<file path="src/rtl/uart_tx_fifo.sv">
// 8N1 UART transmitter fed by a small circular holding FIFO.
// Bits are paced by the shared 16x baud tick; the line output is registered.
module uart_tx_fifo #(
  parameter int FIFO_DEPTH    = 4,
  parameter int TICKS_PER_BIT = 16
) (
  input  logic       i_clk,
  input  logic       i_rst,
  input  logic       i_tick,
  input  logic       i_tx_push,
  input  logic [7:0] i_tx_data,
  output logic       o_tx_full,
  output logic       o_tx_empty,
  output logic       o_tx_busy,
  output logic       o_tx_done,
  output logic       o_tx
);

  localparam int AW = (FIFO_DEPTH > 2) ? $clog2(FIFO_DEPTH) : 1;
  localparam int CW = $clog2(FIFO_DEPTH + 1);
  localparam int TW = (TICKS_PER_BIT > 2) ? $clog2(TICKS_PER_BIT) : 1;

  typedef enum logic [1:0] {S_IDLE, S_START, S_DATA, S_STOP} state_t;

  state_t          r_state;
  logic [7:0]      r_mem [FIFO_DEPTH];
  logic [AW-1:0]   r_wr_ptr;
  logic [AW-1:0]   r_rd_ptr;
  logic [CW-1:0]   r_count;
  logic [TW-1:0]   r_tick_cnt;
  logic [2:0]      r_bit_cnt;
  logic [7:0]      r_shift;
  logic            r_tx;
  logic            r_tx_done;

  state_t          w_state_next;
  logic            w_full;
  logic            w_empty;
  logic            w_push;
  logic            w_pop;
  logic            w_bit_end;
  logic            w_tx_next;
  logic            w_done_next;
  logic [TW-1:0]   w_tick_cnt_next;
  logic [2:0]      w_bit_cnt_next;
  logic [7:0]      w_shift_next;

  assign w_full    = (r_count == CW'(FIFO_DEPTH));
  assign w_empty   = (r_count == '0);
  // Full is judged on the registered count, so a push during a pop while full is dropped.
  assign w_push    = i_tx_push && !w_full;
  assign w_bit_end = i_tick && (r_tick_cnt == TW'(TICKS_PER_BIT - 1));

  assign o_tx_full  = w_full;
  assign o_tx_empty = w_empty;
  assign o_tx_busy  = (r_state != S_IDLE) || !w_empty;
  assign o_tx_done  = r_tx_done;
  assign o_tx       = r_tx;

  always_ff @(posedge i_clk or negedge i_rst) begin
    if (!i_rst) r_state <= S_IDLE;
    else        r_state <= w_state_next;
  end

  always_comb begin
    w_state_next = r_state;
    case (r_state)
      S_IDLE:  if (!w_empty) w_state_next = S_START;
      S_START: if (w_bit_end) w_state_next = S_DATA;
      S_DATA:  if (w_bit_end && (r_bit_cnt == 3'd7)) w_state_next = S_STOP;
      S_STOP:  if (w_bit_end) w_state_next = S_IDLE;
      default: w_state_next = S_IDLE;
    endcase
  end

  always_comb begin
    w_pop           = 1'b0;
    w_tx_next       = r_tx;
    w_done_next     = 1'b0;
    w_tick_cnt_next = r_tick_cnt;
    w_bit_cnt_next  = r_bit_cnt;
    w_shift_next    = r_shift;
    if (i_tick) w_tick_cnt_next = w_bit_end ? '0 : r_tick_cnt + TW'(1);
    case (r_state)
      S_IDLE: begin
        w_tx_next       = 1'b1;
        w_tick_cnt_next = '0;
        w_bit_cnt_next  = 3'd0;
        if (!w_empty) begin
          w_pop        = 1'b1;
          w_shift_next = r_mem[r_rd_ptr];
          w_tx_next    = 1'b0;
        end
      end
      S_START: if (w_bit_end) w_tx_next = r_shift[0];
      S_DATA: begin
        if (w_bit_end) begin
          if (r_bit_cnt == 3'd7) begin
            w_tx_next = 1'b1;
          end else begin
            w_bit_cnt_next = r_bit_cnt + 3'd1;
            w_shift_next   = {1'b0, r_shift[7:1]};
            w_tx_next      = r_shift[1];
          end
        end
      end
      S_STOP: begin
        w_tx_next = 1'b1;
        if (w_bit_end) w_done_next = 1'b1;
      end
      default: w_tx_next = 1'b1;
    endcase
  end

  always_ff @(posedge i_clk or negedge i_rst) begin
    if (!i_rst) begin
      r_tick_cnt <= '0;
      r_bit_cnt  <= 3'd0;
      r_shift    <= 8'h00;
      r_tx       <= 1'b1;
      r_tx_done  <= 1'b0;
    end else begin
      r_tick_cnt <= w_tick_cnt_next;
      r_bit_cnt  <= w_bit_cnt_next;
      r_shift    <= w_shift_next;
      r_tx       <= w_tx_next;
      r_tx_done  <= w_done_next;
    end
  end

  // Pointers wrap naturally because FIFO_DEPTH is a power of two.
  always_ff @(posedge i_clk or negedge i_rst) begin
    if (!i_rst) begin
      r_wr_ptr <= '0;
      r_rd_ptr <= '0;
      r_count  <= '0;
    end else begin
      if (w_push) r_wr_ptr <= r_wr_ptr + AW'(1);
      if (w_pop)  r_rd_ptr <= r_rd_ptr + AW'(1);
      case ({w_push, w_pop})
        2'b10:   r_count <= r_count + CW'(1);
        2'b01:   r_count <= r_count - CW'(1);
        default: r_count <= r_count;
      endcase
    end
  end

  always_ff @(posedge i_clk) begin
    if (w_push) r_mem[r_wr_ptr] <= i_tx_data;
  end

endmodule

</file>
<file path="config.mk">
export PLATFORM = sky130hd
export DESIGN_NAME = uart_tx_fifo
export DESIGN_NICKNAME = d
export VERILOG_FILES = /design/src/rtl/uart_tx_fifo.sv
export SDC_FILE = /design/constraint.sdc
export NUM_CORES = 1
export LEC_CHECK = 0
export CAP_MARGIN = 20
export CORE_AREA = 5 5 72 74
export DETAILED_ROUTE_END_ITERATION = 10
export DIE_AREA = 0 0 77 79
export PLACE_DENSITY = 0.87
export SYNTH_ARGS = -nofsm -noshare
export SYNTH_HDL_FRONTEND = slang
export SYNTH_SLANG_ARGS = --single-unit
</file>
<file path="constraint.sdc">
create_clock -name i_clk -period 4 [get_ports i_clk]
set_input_delay 0.4 -clock i_clk [delete_from_list [all_inputs] [get_ports i_clk]]
set_output_delay 0.4 -clock i_clk [all_outputs]
set_load 0.05 [all_outputs]
</file>
Word-level counts from Yosys, hierarchy flattened
Memory sizes are Yosys's and may differ from the RTL's.
Index checks and enable logic that the tools add are counted.
Word-level totals
  logic and storage cells: 73
  bits of input ports: 12
  bits in writable memories: 32
  memories kept: 1
  output and inout port bits: 5
  flip-flop bits (word level): 26
Operators by class
  eq/ne operators: 14
  mux-type cells: 27
  reduce and logical (&&, ||, !) cells: 16
  $add $sub $neg: 6
Memories
  r_mem: words 4, width 8, rd ports 1, clocked after memory_dff 0, wr ports 1, line 26  | logic [7:0] r_mem [FIFO_DEPTH];
Operators with widths (count)
  $mux 8: 3
  $pmux 8 s2: 1
  $mux 4: 3
  $ne 2x2->1 const B: 6
  $pmux 3 s2: 2
  $mux 1: 10
  $mux 2: 4
  $pmux 2 s4: 1
  $reduce_and 4->1: 2
  $reduce_bool 2->1: 4
  $add 3x1->3 const B: 2
  $eq 2x2->1 const B: 3
  $eq 3x3->1 const B: 2
  $mux 3: 2
  $add 2x1->2 const B: 2
  $add 4x1->4 const B: 1
  $eq 2x1->1 const B: 2
  $eq 4x4->1 const B: 1
  $pmux 1 s4: 1
  $logic_and 1x1->1: 3
  $logic_not 3->1: 1
  $reduce_and 3->1: 1
  $sub 3x1->3 const B: 1
  $logic_not 1->1: 2
  other kinds (3): 3

Logic depth before layout (Yosys ltp)
Gate-level depths: netlist of the first run.
  depth in word-level cells: 5
  depth in mapped cells: 10
  gate-level depth less buffers: 10

Worst setup path before layout of the first run
No wires, ideal clock.
  kind: flip-flop to flip-flop
  start: register r_count[1]
  end: register r_shift[0]
  arrival time: 2.233 ns
  clock period less this slack: 2.358 ns
  path buffers: 0
  required time: 3.875 ns
  setup slack: 1.642 ns
  cell stages (with the launch flop): 6
  library setup time: 0.125 ns
  cell sequence: dfrtp_1 nor3_2 and2_1 inv_1 o21ai_4 mux2_2
Between the ends
  longest elaborated chain between the ends: 3
RTL lines
  from (decl): line 29  | logic [CW-1:0] r_count;
  from (signal assigned): line 141  | 2'b10: r_count <= r_count + CW'(1);
  from (signal assigned): line 142  | 2'b01: r_count <= r_count - CW'(1);
  from (signal assigned): line 143  | default: r_count <= r_count;
  $logic_not 3->1: line 49  | assign w_empty = (r_count == '0);
  net o_tx_empty: line 13  | output logic o_tx_empty,
  $ne 2x2->1 (no source line)
  $reduce_and 4->1 (no source line)
  to (signal assigned): line 125  | r_shift <= w_shift_next;
  to (decl): line 32  | logic [7:0] r_shift;
The timed path passes the listed nets, and every way through them passes these cells.
A chain may end at the register's enable or synchronous reset.

Worst setup path after layout of the first run
  start: register r_state[0]
  end: output o_tx_busy
Between the ends
  longest elaborated chain between the ends: 2
RTL lines
  from (decl): line 25  | state_t r_state;
  from (signal assigned): line 62  | else r_state <= w_state_next;
  $reduce_bool 2->1: line 56  | assign o_tx_busy = (r_state != S_IDLE) || !w_empty;
  $logic_or 1x1->1: line 56
  to (decl): line 14  | output logic o_tx_busy,
No other way between the ends.

==> impl_metrics.json, run 1 <==
{
  "initial_core_util": 0.5879,
  "fill_cells": 288,
  "core-area_sq_mm": 0.004536,
  "die-width_um": 77,
  "crit_path_end_kind": "primary output",
  "clkTransAtPathRegs_ns": 0.07,
  "r2r_cells": 9,
  "grt_use_total": 0.1611,
  "p_int_w": 0.001734,
  "clkPwrFrac": 0.281,
  "drive_gt1_frac": 0.2327,
  "outcome": "completed",
  "synth.top_cell.area_share": 0.3604,
  "period_share": 0.6704,
  "grt_pass1_vias": 1516,
  "worstPathArrival_ns": 2.28,
  "port_buffers": 16,
  "ys_types": 40,
  "relSlewSlack": 0.6167,
  "cts_sinks": 58,
  "htree_num_levels": 3,
  "criticalPathCategory": "reg -> out",
  "ioPinCount": 17,
  "period_needed_ns": 2.682,
  "antenna_found_initial": 0,
  "ant_nets": 0,
  "skew_ns": 0.007482,
  "yosysSeqAreaShare": 0.6049,
  "grt_pass1_wl_mm": 7.327,
  "grt_max_degree": 27,
  "ys_warn_count": 0,
  "tightestPinTransition_ns": 0.5750,
  "setup_viol": 0,
  "fin_nets": 223,
  "p_total_w": 0.002539,
  "die_y_um": 79,
  "totalWireLength_mm": 4.481,
  "hold_violations": 0,
  "p_per_area_mw_per_mm2": 806.7,
  "cts_hold_buf": 0,
  "cts_max_path_buffers": 2,
  "power.leakage_nw": 1.254,
  "overflow": 0,
  "multi_input_area_sq_um": 977.2,
  "cts_tree": "built",
  "synth_ff_type": "edfxtp_1",
  "root_buffer": "clkbuf_8",
  "wl_per_cell_um": 17.50,
  "syn_to_final_growth_pct": 18.07,
  "power_switching_w": 0.0008053,
  "dr.pass1.iters": 4,
  "syn_area_sq_mm": 0.002666,
  "dpl_cell_area_sq_mm": 0.002855,
  "rsz0062_at_grt": "false",
  "irDropWorstVdd_mv": 0.5553,
  "syn_avg_cell_area_sq_um": 15.32,
  "drc": 0,
  "cp-start-kind": "flop",
  "power_frac_seq": 0.384,
  "r2r_start": "r_state[1]",
  "yosys.area.top_type": "edfxtp_1",
  "row_count": 25,
  "yosysMostFrequentCell": "edfxtp_1",
  "clock_latency_ns": 0.33,
  "cts_setup_buffers": 0,
  "fin_area_sq_mm": 0.003148,
  "synth_common_cells": "edfxtp_1 (32), dfrtp_1 (25), mux2_2 (16)",
  "async_reset_ff_frac": 0.4483,
  "drt_iter0_drc": 91,
  "num_vias": 1442,
  "switching_share": 0.3171,
  "power_frac_comb": 0.335,
  "cts_resized": 0,
  "cap_violations": 0,
  "antenna_cells": 0,
  "rrSetupSlack_ns": 1.54,
  "ys_seq_elements": 58,
  "cts_buffers": 9,
  "synth.area.top_cells": "edfxtp_1 (36%), dfrtp_1 (23%), mux2_2 (6.8%)",
  "hpwl_mm": 3.131,
  "rr_endpoint": "r_count[2]",
  "worstSetupStartpoint": "r_state[0]",
  "slew_violations": 0,
  "viasPerCell": 5.633,
  "min_path_type": "in -> async",
  "fmax_mhz": 372.9,
  "synth_nets": 200,
  "crit_required_ns": 3.60,
  "routabilityCongestion": 0.8442,
  "tns_ns": 0,
  "die_area_sq_mm": 0.006083,
  "synth_edf_count": 32,
  "netlist_instances": 174,
  "seqCellArea_sq_mm": 0.001613,
  "path_max_fanout": 10
}
cell type report:
type,instances,share of cell area
clock buffer,9,0.03935
clock inverter,7,0.04491
inverter,10,0.01192
multi-input combinational,101,0.3104
sequential,58,0.5123
tap,54,0.02146
timing repair buffer,17,0.05962
layout by cell type, fill, tap and decap left out, types with 6 or more instances in the layout:
| master | instances |
|---|---|
| edfxtp_1 | 32 |
| nor2_1 | 8 |
| nand2_1 | 8 |
| mux4_2 | 8 |
| dfrtp_1 | 25 |
| ha_1 | 13 |
| mux2_2 | 16 |
| inv_1 | 10 |
| clkbuf_8 | 9 |
| clkdlybuf4s50_1 | 16 |
| and2_1 | 6 |
cell families (layout without fill, tap and decap cells):
kind of cell | after synthesis | count (layout) | share of synthesized area
AOI/OAI and AO/OA | 19 | 19 | 0.05256
DFF | 58 | 58 | 0.6049
buffers and inverters | 15 | 43 | 0.02862
adders and majority gates | 14 | 14 | 0.06851
xor gates and xnor gates | 8 | 8 | 0.02628
and+or+nand+nor | 35 | 35 | 0.08025
muxes | 25 | 25 | 0.1389
power groups by stage:
stage	Sequential [W]	Combinational, W	Clock, W
global placement	0.000969	0.000791	0
floorplan	0.000929	0.000705	0
global route	0.00100	0.000927	0.000754
CTS	0.000978	0.000849	0.000724
detailed placement	0.000988	0.000844	0
finish	0.000976	0.000851	0.000713
registers in the layout (all words and copies together), names as in the netlist:
name	count
r_shift	8
r_tick_cnt	4
r_rd_ptr	2
o_tx_done	1
r_state	2
o_tx	1
r_wr_ptr	2
r_bit_cnt	3
r_mem	32
r_count	3
routing by layer:
layer / track usage / vias up / share of wire
met5: 0 / - / 0
met4: 0.09278 / 0 / 0.021
met3: 0.04649 / 10 / 0.033
met2: 0.2572 / 25 / 0.53
met1: 0.1959 / 725 / 0.41
li1: - / 682 / -
critical path, stage by stage (launching register included):
cell and delay [ns]:
dfrtp_1 0.40, inv_1 0.10, ha_1 0.32, and2_1 0.21
inv_1 0.11, clkdlybuf4s50_1 0.81
metrics by stage:
stage	utilization	setup WS, ns	instances	hold WS, ns
after floorplan	-	1.642	174	0.1044
after CTS	0.6880	1.294	255	0.5152
final	0.6941	1.318	256	0.3749
after global placement	0.6295	1.728	239	0.4846
after detailed placement	0.6295	1.562	239	0.4924
after global routing	0.6941	1.206	256	0.3863
worst max path at each step:
stage,endpoint,cells past startpoint
after floorplan,r_shift[0],5
after global placement,o_tx_busy,5
after detailed placement,r_count[2],9
after CTS,o_tx_busy,5
after global routing,o_tx_busy,5
final,o_tx_busy,5
Note: power is estimated with default switching activity, not from simulation.
==> inputs of run 2 (changes only) <==
Settings changed: CORE_AREA 5 5 72 74 to 5 5 77 79, DIE_AREA 0 0 77 79 to 0 0 82 84, PLACE_DENSITY 0.87 to 0.8.
Clock period 4 ns to 2.22 ns, I/O delays scaled along.
==> impl_metrics.json, run 2 (synthesis results as in run 1) <==
{
  "antenna_cells": 0,
  "layout_commonest_cell": "edfxtp_1",
  "min_path_type": "in -> async",
  "skew_ns": 0.009163,
  "root_buffer": "clkbuf_8",
  "crit_required_ns": 2.00,
  "syn_to_final_growth_pct": 18.58,
  "die_area_sq_mm": 0.006888,
  "slew_violations": 0,
  "rrSetupSlack_ns": 0.22,
  "period_share": 0.9613,
  "viasPerCell": 5.135,
  "cts_sinks": 58,
  "cap_violations": 0,
  "largest_reg_flops": 32,
  "outcome": "completed",
  "tightestPinTransition_ns": 0.4975,
  "place_ws_ns": 0.1416,
  "setup_viol": 0,
  "die_y_um": 84,
  "path_max_fanout": 6,
  "totalWireLength_mm": 4.401,
  "clock_latency_ns": 0.33,
  "power.leakage_nw": 1.247,
  "grt_use_total": 0.1472,
  "port_buffers": 16,
  "cts_buffers": 9,
  "relSlewSlack": 0.6673,
  "grt_max_degree": 27,
  "grt_pass1_vias": 1544,
  "clkTransAtPathRegs_ns": 0.07,
  "routabilityCongestion": 0.7302,
  "cts_tree": "built",
  "cp-start-kind": "flop",
  "tns_ns": 0,
  "initial_core_util": 0.5059,
  "row_count": 27,
  "htree_num_levels": 3,
  "ant_nets": 0,
  "drc": 0,
  "regMostFlops": "r_mem",
  "criticalPathCategory": "reg -> out",
  "final_core_util": 0.6000,
  "reg_top3": "r_mem: 32 flops, r_shift: 8 flops, r_tick_cnt: 4 flops",
  "setup_ws_ns": 0.08582,
  "die-width_um": 82,
  "irDropWorstVdd_mv": 0.8750,
  "fmax_mhz": 468.6,
  "rsz0062_at_grt": "false",
  "fin_nets": 230,
  "crit_path_end_kind": "primary output",
  "layout_common_cells": "edfxtp_1 (32), dfrtp_1 (25), mux2_2 (16)",
  "cts_setup_buffers": 0,
  "core-area_sq_mm": 0.005270,
  "grt_pass1_wl_mm": 7.486,
  "hold_violations": 0,
  "worstPathArrival_ns": 1.91,
  "num_vias": 1443,
  "ioPinCount": 17,
  "antenna_found_initial": 0,
  "p_per_area_mw_per_mm2": 1366,
  "dr.pass1.iters": 4,
  "drive_gt1_frac": 0.2775,
  "period_needed_ns": 2.134,
  "overflow": 0,
  "hpwl_mm": 3.123,
  "wl_per_cell_um": 15.66,
  "drt_iter0_drc": 62,
  "cts_max_path_buffers": 2
}
## run 2: layer usage
layer | routed length, um | global-route usage | vias up
met1 | 1946 | 0.1802 | 715
met2 | 2258 | 0.2447 | 22
met5 | 0 | 0 | -
met4 | 63 | 0.05891 | 0
met3 | 131 | 0.03672 | 8
li1 | - | - | 698
## run 2: worst paths after layout
kind / cells past startpoint / to / from
hold / removal: 2 / r_bit_cnt[2] / i_rst
setup reg to reg: 9 / r_count[2] / r_state[0]
max in group asynchronous: 2 / o_tx / i_rst
setup / recovery: 2 / o_tx_empty / r_count[1]
min in group i_clk: 1 / r_shift[2] / r_shift[2]
hold reg to reg: 1 / r_shift[2] / r_shift[2]
## run 2: critical path: stages (launching register included)
cell and delay, ns:
dfrtp_1 0.42, nor3_4 0.31, clkdlybuf4s50_1 0.86
## run 2: power by group
part	total, W	leakage, nW	internal, W	switching (W)
Sequential	0.00171	0.613	0.00149	0.000227
Clock	0.000970	0.0881	0.000523	0.000448
Combinational	0.00164	0.545	0.000844	0.000792
Total	0.00432	1.25	0.00285	0.00147
## run 2: repair_timing
action | in CTS | in global routing
setup endpoints to repair | 0 | 1
resized for setup | 0 | 2
hold buffers | 0 | 0
## run 2: final cells by class
cell class	instances	area, sq um
inverters	10	37.54
flip-flops and latches	58	1613
well taps	72	90.09
fillers	427	2108
clock buffers	9	123.9
repair buffers	24	230.2
clock inverters	7	77.57
multi-input cells	101	989.7
## run 2: stage by stage
stage          instance area (sq um)  std cells  power (W)  hold WS [ns]
4_1_cts                         3157        281   0.004369        0.2717
3_3_place_gp                    2955        265   0.003297        0.4849
5_1_grt                         3162        281   0.004607        0.2973
2_1_floorplan                   2674        174   0.002960      -0.07359
3_5_place_dp                    2955        265   0.003387        0.4928
6_report                        3162        281   0.004321        0.2723
